## src/rtl/quote_order_tx.sv

```systemverilog
// Quote-to-limit-order encoder: turns bid/ask pairs into 3-word order messages on a
// valid/ready stream, suppressing unchanged sides and buffering one quote while busy.
module quote_order_tx #(
  parameter int unsigned DATA_WIDTH = 32,
  parameter int unsigned ORDER_QTY  = 100,
  parameter int unsigned ID_WIDTH   = 16
) (
  input  logic                  i_clk,
  input  logic                  i_rst_n,
  input  logic [DATA_WIDTH-1:0] i_buy_price,
  input  logic [DATA_WIDTH-1:0] i_ask_price,
  input  logic                  i_data_valid,
  output logic [DATA_WIDTH-1:0] o_tx_data,
  output logic                  o_tx_valid,
  output logic                  o_tx_last,
  input  logic                  i_tx_ready,
  output logic [15:0]           o_reject_count,
  output logic [15:0]           o_overwrite_count
);

  typedef enum logic [2:0] {
    StIdle, StBuyHdr, StBuyPrice, StBuyQty, StAskHdr, StAskPrice, StAskQty
  } state_e;

  state_e                state_q, state_d;
  logic [DATA_WIDTH-1:0] act_buy_q, act_buy_d, act_ask_q, act_ask_d;
  logic                  send_ask_q, send_ask_d;
  logic [DATA_WIDTH-1:0] last_buy_q, last_buy_d, last_ask_q, last_ask_d;
  logic                  seen_q, seen_d;
  logic                  pend_valid_q, pend_valid_d;
  logic [DATA_WIDTH-1:0] pend_buy_q, pend_buy_d, pend_ask_q, pend_ask_d;
  logic [ID_WIDTH-1:0]   order_id_q, order_id_d;
  logic [15:0]           reject_q, reject_d, overwrite_q, overwrite_d;
  logic [DATA_WIDTH-1:0] tx_data_q, tx_data_d;
  logic                  tx_valid_q, tx_valid_d, tx_last_q, tx_last_d;

  logic        hs, not_crossed, accept, eom;
  logic        p_sb, p_sa, n_sb, n_sa;
  logic [15:0] id16;

  function automatic state_e first_state(input logic sb, input logic sa);
    if (sb) return StBuyHdr;
    if (sa) return StAskHdr;
    return StIdle;
  endfunction

  always_comb begin
    state_d      = state_q;
    act_buy_d    = act_buy_q;
    act_ask_d    = act_ask_q;
    send_ask_d   = send_ask_q;
    last_buy_d   = last_buy_q;
    last_ask_d   = last_ask_q;
    seen_d       = seen_q;
    pend_valid_d = pend_valid_q;
    pend_buy_d   = pend_buy_q;
    pend_ask_d   = pend_ask_q;
    order_id_d   = order_id_q;
    reject_d     = reject_q;
    overwrite_d  = overwrite_q;
    p_sb         = 1'b0;
    p_sa         = 1'b0;
    n_sb         = 1'b0;
    n_sa         = 1'b0;
    eom          = 1'b0;
    hs           = tx_valid_q && i_tx_ready;
    not_crossed  = i_buy_price < i_ask_price;
    accept       = i_data_valid && not_crossed;

    if (i_data_valid && !not_crossed && reject_q != 16'hFFFF) begin
      reject_d = reject_q + 16'd1;
    end

    case (state_q)
      StIdle:     ;
      StBuyHdr:   if (hs) state_d = StBuyPrice;
      StBuyPrice: if (hs) state_d = StBuyQty;
      StBuyQty: begin
        if (hs) begin
          order_id_d = order_id_q + ID_WIDTH'(1);
          if (send_ask_q) state_d = StAskHdr;
          else            eom     = 1'b1;
        end
      end
      StAskHdr:   if (hs) state_d = StAskPrice;
      StAskPrice: if (hs) state_d = StAskQty;
      StAskQty: begin
        if (hs) begin
          order_id_d = order_id_q + ID_WIDTH'(1);
          eom        = 1'b1;
        end
      end
      default:    state_d = StIdle;
    endcase

    if (state_q == StIdle || eom) begin
      state_d = StIdle;
      // Pending quote goes first; a new quote loads directly only if pending sent nothing.
      if (pend_valid_q) begin
        pend_valid_d = 1'b0;
        p_sb         = !seen_q || pend_buy_q != last_buy_q;
        p_sa         = !seen_q || pend_ask_q != last_ask_q;
        act_buy_d    = pend_buy_q;
        act_ask_d    = pend_ask_q;
        last_buy_d   = pend_buy_q;
        last_ask_d   = pend_ask_q;
        seen_d       = 1'b1;
        send_ask_d   = p_sa;
        state_d      = first_state(p_sb, p_sa);
      end
      if (accept) begin
        if (state_d == StIdle) begin
          n_sb       = !seen_d || i_buy_price != last_buy_d;
          n_sa       = !seen_d || i_ask_price != last_ask_d;
          act_buy_d  = i_buy_price;
          act_ask_d  = i_ask_price;
          last_buy_d = i_buy_price;
          last_ask_d = i_ask_price;
          seen_d     = 1'b1;
          send_ask_d = n_sa;
          state_d    = first_state(n_sb, n_sa);
        end else begin
          pend_valid_d = 1'b1;
          pend_buy_d   = i_buy_price;
          pend_ask_d   = i_ask_price;
        end
      end
    end else if (accept) begin
      if (pend_valid_q && overwrite_q != 16'hFFFF) overwrite_d = overwrite_q + 16'd1;
      pend_valid_d = 1'b1;
      pend_buy_d   = i_buy_price;
      pend_ask_d   = i_ask_price;
    end
  end

  // Output words are computed from next-state so the ports come straight from flops.
  always_comb begin
    id16       = 16'(order_id_d);
    tx_valid_d = state_d != StIdle;
    tx_last_d  = (state_d == StBuyQty) || (state_d == StAskQty);
    tx_data_d  = '0;
    case (state_d)
      StBuyHdr:            tx_data_d = DATA_WIDTH'({8'hA5, 8'h01, id16});
      StBuyPrice:          tx_data_d = act_buy_d;
      StAskHdr:            tx_data_d = DATA_WIDTH'({8'hA5, 8'h02, id16});
      StAskPrice:          tx_data_d = act_ask_d;
      StBuyQty, StAskQty:  tx_data_d = DATA_WIDTH'({16'h0, 16'(ORDER_QTY)});
      default:             tx_data_d = '0;
    endcase
  end

  always_ff @(posedge i_clk) begin
    if (!i_rst_n) begin
      state_q      <= StIdle;
      act_buy_q    <= '0;
      act_ask_q    <= '0;
      send_ask_q   <= 1'b0;
      last_buy_q   <= '0;
      last_ask_q   <= '0;
      seen_q       <= 1'b0;
      pend_valid_q <= 1'b0;
      pend_buy_q   <= '0;
      pend_ask_q   <= '0;
      order_id_q   <= '0;
      reject_q     <= '0;
      overwrite_q  <= '0;
      tx_data_q    <= '0;
      tx_valid_q   <= 1'b0;
      tx_last_q    <= 1'b0;
    end else begin
      state_q      <= state_d;
      act_buy_q    <= act_buy_d;
      act_ask_q    <= act_ask_d;
      send_ask_q   <= send_ask_d;
      last_buy_q   <= last_buy_d;
      last_ask_q   <= last_ask_d;
      seen_q       <= seen_d;
      pend_valid_q <= pend_valid_d;
      pend_buy_q   <= pend_buy_d;
      pend_ask_q   <= pend_ask_d;
      order_id_q   <= order_id_d;
      reject_q     <= reject_d;
      overwrite_q  <= overwrite_d;
      tx_data_q    <= tx_data_d;
      tx_valid_q   <= tx_valid_d;
      tx_last_q    <= tx_last_d;
    end
  end

  assign o_tx_data         = tx_data_q;
  assign o_tx_valid        = tx_valid_q;
  assign o_tx_last         = tx_last_q;
  assign o_reject_count    = reject_q;
  assign o_overwrite_count = overwrite_q;

endmodule

```

## config.mk

```make
export PLATFORM = sky130hd
export DESIGN_NAME = quote_order_tx
export DESIGN_NICKNAME = d
export VERILOG_FILES = /design/src/rtl/quote_order_tx.sv
export SDC_FILE = /design/constraint.sdc
export NUM_CORES = 1
export LEC_CHECK = 0
export ABC_CLOCK_PERIOD_IN_PS = 5350
export BUFFER_PORTS_ARGS = -buffer_cell sky130_fd_sc_hd__buf_4
export CAP_MARGIN = 10
export CORE_UTILIZATION = 30
export CTS_CLUSTER_DIAMETER = 40
export DETAILED_ROUTE_END_ITERATION = 6
export GPL_TIMING_DRIVEN = 1
export PLACE_DENSITY = 0.48
export RECOVER_POWER = 100
export SKIP_CTS_REPAIR_TIMING = 1
export SYNTH_ARGS = -nofsm -noshare
export SYNTH_HDL_FRONTEND = slang
export SYNTH_SLANG_ARGS = --single-unit
```

## constraint.sdc

```tcl
create_clock -name i_clk -period 5.35 [get_ports i_clk]
set_input_delay 0.2675 -clock i_clk [delete_from_list [all_inputs] [get_ports i_clk]]
set_output_delay 0.2675 -clock i_clk [all_outputs]
set_load 0.05 [all_outputs]
```

======== After elaboration in Yosys (flattened, before gate mapping) ========
Cells that the tools add are included.
Widths: inputs -> output; s select.
word-level totals
  word-level logic and storage cells ...... 141
  output and inout bits ................... 66
  register bits ........................... 280
  input bits .............................. 68
cells by class
  equal/unequal tests ..................... 19
  magnitude comparators ................... 1
  bitwise logic cells ..................... 1
  add/sub/neg operators ................... 3
  mux-type cells .......................... 78
  reductions and logical operators ........ 23
operators with widths
  operator               count
  $mux 32                24
  $pmux 32 s5            1
  $ne 32x32->1           4
  $mux 3                 19
  $add 16x1->16 const B  3
  $lt 32x32->1           1
  $mux 16                2
  $ne 16x16->1 const B   2
  $mux 1                 30
  $eq 3x3->1 const B     6
  $pmux 3 s6             1
  $eq 3x2->1 const B     4
  $eq 3x1->1 const B     2
  $logic_not 3->1        2
  $logic_or 1x1->1       6
  $reduce_or 2->1        3
  $logic_and 1x1->1      5
  $logic_not 1->1        3
  $reduce_and 3->1       1
  $reduce_bool 3->1      1
  $ne 2x2->1 const B     1
  $pmux 1 s2             1
  $reduce_and 2->1       1
  $reduce_bool 2->1      1
  $not 1->1              1

======== Longest topological paths before layout ========
  depth after elaboration ................. 28
  mapped depth ............................ 14
  depth with buffers taken out ............ 11

======== Worst setup path before layout ========
Ideal clock, no wire load.
  path kind ............................... register to register
  from .................................... register tx_valid_q (netlist: o_tx_valid)
  to ...................................... register tx_data_q[2] (netlist: o_tx_data[2])
  period minus slack after synthesis ...... 3.129 ns
  required time ........................... 5.231 ns
  library setup time ...................... 0.119 ns
  setup slack ............................. 2.221 ns
  buffers on the path ..................... 1
  data arrival time ....................... 3.011 ns
  stages on the path, launching flop included .. 11
  cell sequence ........................... dfxtp_1 nand3_2 mux2_2 o32ai_2 nand2_1 o31ai_1 bufinv_8 and2_1 buf_6 o21a_1 o221a_1
between the ends
  cells in the longest elaborated chain, start to end .. 8
  elaborated cells between the ends (all ways) .. 24
  classes of those cells .................. eq/ne (6); mux (15); reduce/logical (3)
RTL lines
  what                                      RTL line  source
  from (decl)                               35        logic tx_valid_q, tx_valid_d, tx_last_q, tx_last_d;
  from (signal assigned)                    185       tx_valid_q <= tx_valid_d;
  $logic_and 1x1->1 *                       66        hs = tx_valid_q && i_tx_ready;
  $mux 1 (on tied branches)                 88, 79
  $pmux 1 s2                                74        case (state_q)
  $logic_or 1x1->1                          96        if (state_q == StIdle || eom) begin
  $mux 3                                    96
  $eq 3x2->1 or $eq 3x3->1 (tied branches)  142       case (state_d)
  $reduce_or 2->1                           142
  $pmux 32 s5 *                             142
  to (signal assigned)                      184       tx_data_q <= tx_data_d;
  to (decl)                                 34        logic [DATA_WIDTH-1:0] tx_data_q, tx_data_d;
Mark *: on every way between the ends. The rest lies on a longest branch, timed or not.
A chain may end at the register's enable or synchronous reset.

======== Worst setup path after layout ========
  from .................................... register pend_ask_q[10]
  to ...................................... register tx_data_q[30] (netlist: o_tx_data[30])
between the ends
  cells in the longest elaborated chain, start to end .. 17
  elaborated cells between the ends (all ways) .. 41
  classes of those cells .................. eq/ne (8); mux (29); reduce/logical (4)
RTL lines
  what                                         RTL line  source
  from (decl)                                  31        logic [DATA_WIDTH-1:0] pend_buy_q, pend_buy_d, pend_ask_q, pend_ask_d;
  from (signal assigned)                       180       pend_ask_q <= pend_ask_d;
  $ne 32x32->1 or $mux 32 (tied branches)      102, 99
  $logic_or 1x1->1 or $mux 32 (tied branches)  102, 96
  $mux 1 or $ne 32x32->1 (tied branches)       43, 114
  $mux 1 or $logic_or 1x1->1 (tied branches)   43, 114
  $mux 1 (on tied branches)                    99, 43
  $mux 1 (on tied branches)                    96, 43
  $mux 3 or $mux 1 (tied branches)             44, 112
  $mux 3 or $mux 1 (tied branches)             43, 111
  $mux 3 or $mux 1 (tied branches)             99, 96
  $mux 3 (on tied branches)                    96, 44
  $logic_not 3->1 or $mux 3 (tied branches)    112, 43
  $mux 3                                       112       if (state_d == StIdle) begin
  $mux 3                                       111       if (accept) begin
  $mux 3                                       96
  $eq 3x2->1 or $eq 3x3->1 (tied branches)     142
  $reduce_or 2->1                              142
  $pmux 32 s5 *                                142
Mark *: on every way between the ends. The rest lies on a longest branch, timed or not. The select of a mux whose other input is x is not followed.

==> results.cfg <==
[clocking]
ctsHtreeMaxLevel = 2
clock_latency_ns = 0.59
path_clk_slew_ns = 0.06
cts_tree = yes
cts_sinks = 280
clock-root-buffer = clkbuf_16
cts_buffers = 53
clockBufferDepth = 3

[timing]
final-setup-viol-count = 0
rsz0062_at_grt = false
slew_viol_final = 34
finalHoldViolations = 13
final.setup.tns_ns = 0
layout_min_cycle_time_ns = 4.63
worst_pin_slew_ns = 1.67
fin_crit_sh_pct = 86.5
slew_headroom_pct = -11.6
final.setup.worst_slack_ns = 0.724
fin_skew_ns = 0.0148
hold_ws_ns = -0.0142
max_freq_mhz = 216

[power]
p_clk_share_pct = 46.3
p_seq_share_pct = 33.4
vdd_ir_drop_max_mv = 0.252
switching_share_pct = 31.7
powerDensity_nw_per_um2 = 400
intPower_mw = 5.03
p_comb_share_pct = 20.2
power_switching_mw = 2.33
finalPower_mw = 7.36
leakage_nw = 6.90

[global_routing]
grt_pass1_wl_um = 86800
grt.overflow.total = 0
grt_antenna_before_repair = 0
grt_start_max_net_pins = 88
grt_pass1_vias = 13200
grt.total_usage_pct = 22.8

[yosys]
ys_ff_latch = 280
synth_area_leader_cell = dfxtp_1
synth.avg_cell_area_um2 = 8.69
synth_nets = 1838
synth_cells = 1736
ys.flop_type = dfxtp_1
async_flop_share_pct = 0
ys_types = 77
synth_area_leaders = dfxtp_1 37%, xnor2_1 5.7%, nand2_1 5.5%
ys_warn_count = 0
synth_edf_count = 0
netlist.area_leader.share_pct = 37.1
synth_area_um2 = 15100
yosysSeqAreaShare_pct = 37.1

[final_layout]
fillers = 5133
nets = 1959
syn_to_final_growth_pct = 21.9
drive_above_1_share_pct = 13.6
diodes = 0

[worst_setup_path]
crit_path_end_kind = flip-flop
worst_r2r_path_depth = 10
crit_fanout = 27
r2r-start = pend_ask_q[10]$_SDFFE_PN0P_
required_ns = 5.88
arrival_ns = 5.15
r2r_end = o_tx_data[30]$_SDFF_PN0_
start_kind = flip-flop
criticalPathCategory = reg -> reg
rrSetupSlack_ns = 0.72

[outcome]
violations = hold timing, capacitance limit, slew limit
status = complete, but fails checks

[placement]
pre_cts_ws_ns = 1.17
globalplace.congestion = 0.939
post-dp-hpwl_um = 41800
portBuffers = 133

[worst_hold_path]
hp-class = in -> reg
worstHoldEndpoint = pend_ask_q[29]$_SDFFE_PN0P_
hp-start = i_ask_price[29]
whs_path_depth = 3

[routing]
wl_per_cell_um = 22.7
viasPerCell = 5.34
dr_total_vias = 13700
drt_iter0_drc = 1056
first_pass_iters = 5
totalWireLength_um = 58200
postRouteAntennaNets = 0
drc = 0

[floorplan]
fp.dieW_um = 226
dieArea_um2 = 51200
core_um2 = 49300
start_util_pct = 30.6
die_h_um = 226
placement_rows = 81
io_pins = 134

[run]
maxCapViolations = 1
[metrics by stage]
stage               utilization [%]  cell area [um2]  cells
global placement               34.0            16700   2451
global route                   37.3            18400   2565
detailed placement             34.0            16700   2451
CTS                            37.7            18600   2550
finish                         37.3            18400   2565
floorplan                         -            15100   1736
[critical path, stage by stage (launching register included)]
cell	delay [ns]
dfxtp_1	0.53
xor2_1	0.18
nor4_1	0.30
nand4_1	0.14
or4_1	0.62
o21ai_0	0.58
buf_4	0.35
nand2_1	0.72
a31oi_1	0.68
o221a_2	0.30
a22o_1	0.15
[cell usage after synthesis, drive strengths merged, types with 3 or more instances]
library cell / number
or3: 9
o221a: 49
a21boi: 105
buf: 43
a21oi: 70
a22o: 7
dfxtp: 280
o22a: 3
o31a: 20
a31oi: 24
a211oi: 10
a221o: 3
a22oi: 25
xor2: 75
nor2: 78
nand3: 44
o21ai: 65
and2: 61
xnor2: 99
clkbuf: 71
nor4: 46
ha: 34
nor3b: 9
a2111oi: 4
nand4: 26
or4: 6
inv: 70
nand2b: 6
mux2i: 57
o311a: 13
o211ai: 7
and3: 7
nor3: 23
o21a: 10
o221ai: 6
o22ai: 22
nand2: 223
[state kept, by name (all words and copies together), names as in the netlist]
register,flops
pend_valid_q,1
pend_buy_q,32
act_ask_q,32
o_tx_valid,1
o_tx_last,1
o_overwrite_count,16
o_tx_data,32
last_ask_q,32
send_ask_q,1
state_q,3
pend_ask_q,32
seen_q,1
o_reject_count,16
order_id_q,16
last_buy_q,32
act_buy_q,32
[layout make-up]
type	count	area, um2	share of cell area [%]
sequential	280	5610	30.5
tap	664	831	4.52
clock buffer	73	1550	8.45
multi-input combinational	1270	8700	47.3
inverter	72	284	1.54
clock inverter	26	284	1.54
timing repair buffer	180	1120	6.12
[power groups by stage]
stage                     clock network [mW]  logic (mW)  registers (mW)
after floorplan                            0       0.962            2.48
after global placement                     0        1.48            2.49
after detailed placement                   0        1.49            2.49
after CTS                               3.47        1.49            2.45
after global routing                    3.57        1.61            2.48
final                                   3.41        1.49            2.46
[worst max path at each step]
stage / depth (start not counted) / start / to
after floorplan: 10 / o_tx_valid$_SDFF_PN0_ / o_tx_data[2]$_SDFF_PN0_
after global placement: 10 / pend_valid_q$_SDFFE_PN0P_ / o_tx_data[9]$_SDFF_PN0_
final: 10 / pend_ask_q[10]$_SDFFE_PN0P_ / o_tx_data[30]$_SDFF_PN0_
after detailed placement: 10 / pend_valid_q$_SDFFE_PN0P_ / o_tx_data[4]$_SDFF_PN0_
after CTS: 10 / pend_valid_q$_SDFFE_PN0P_ / o_tx_data[4]$_SDFF_PN0_
after global routing: 10 / pend_ask_q[10]$_SDFFE_PN0P_ / o_tx_data[30]$_SDFF_PN0_
[layer usage]
layer  GRT usage [%]  share of wire, %
met5               0                 0
met3            3.27               5.3
met4            9.48               3.8
met2            35.3                45
met1            31.5                46
[kinds of logic after synthesis]
family                     Yosys count  share of synthesized area [%]
muxes                               59                           3.95
and+or+nand+nor                    546                           18.0
DFF                                280                           37.1
buffers and inverters              186                           5.37
xor gates and xnor gates           174                           10.1
adders and majority gates           35                           2.89
AOI/OAI and AO/OA                  456                           22.5
[cell usage in the layout (no fill, tap or decap), types with 25 or more instances in the layout]
| master | netlist | layout |
|---|---|---|
| dfxtp_1 | 280 | 279 |
| nand2_1 | 223 | 223 |
| a21boi_0 | 99 | 101 |
| xnor2_1 | 99 | 99 |
| buf_4 | 2 | 88 |
| clkbuf_1 | 71 | 81 |
| nor2_1 | 78 | 78 |
| xor2_1 | 75 | 75 |
| inv_1 | 70 | 70 |
| a21oi_1 | 68 | 67 |
| o21ai_0 | 60 | 61 |
| mux2i_1 | 56 | 56 |
| clkbuf_16 | 0 | 55 |
| o221a_2 | 46 | 46 |
| nor4_1 | 42 | 42 |
| nand3_1 | 40 | 42 |
| and2_0 | 0 | 35 |
| ha_1 | 34 | 34 |
| and2_1 | 61 | 26 |
| a22oi_1 | 25 | 25 |
No activity file was read; power rests on OpenSTA's default activity.
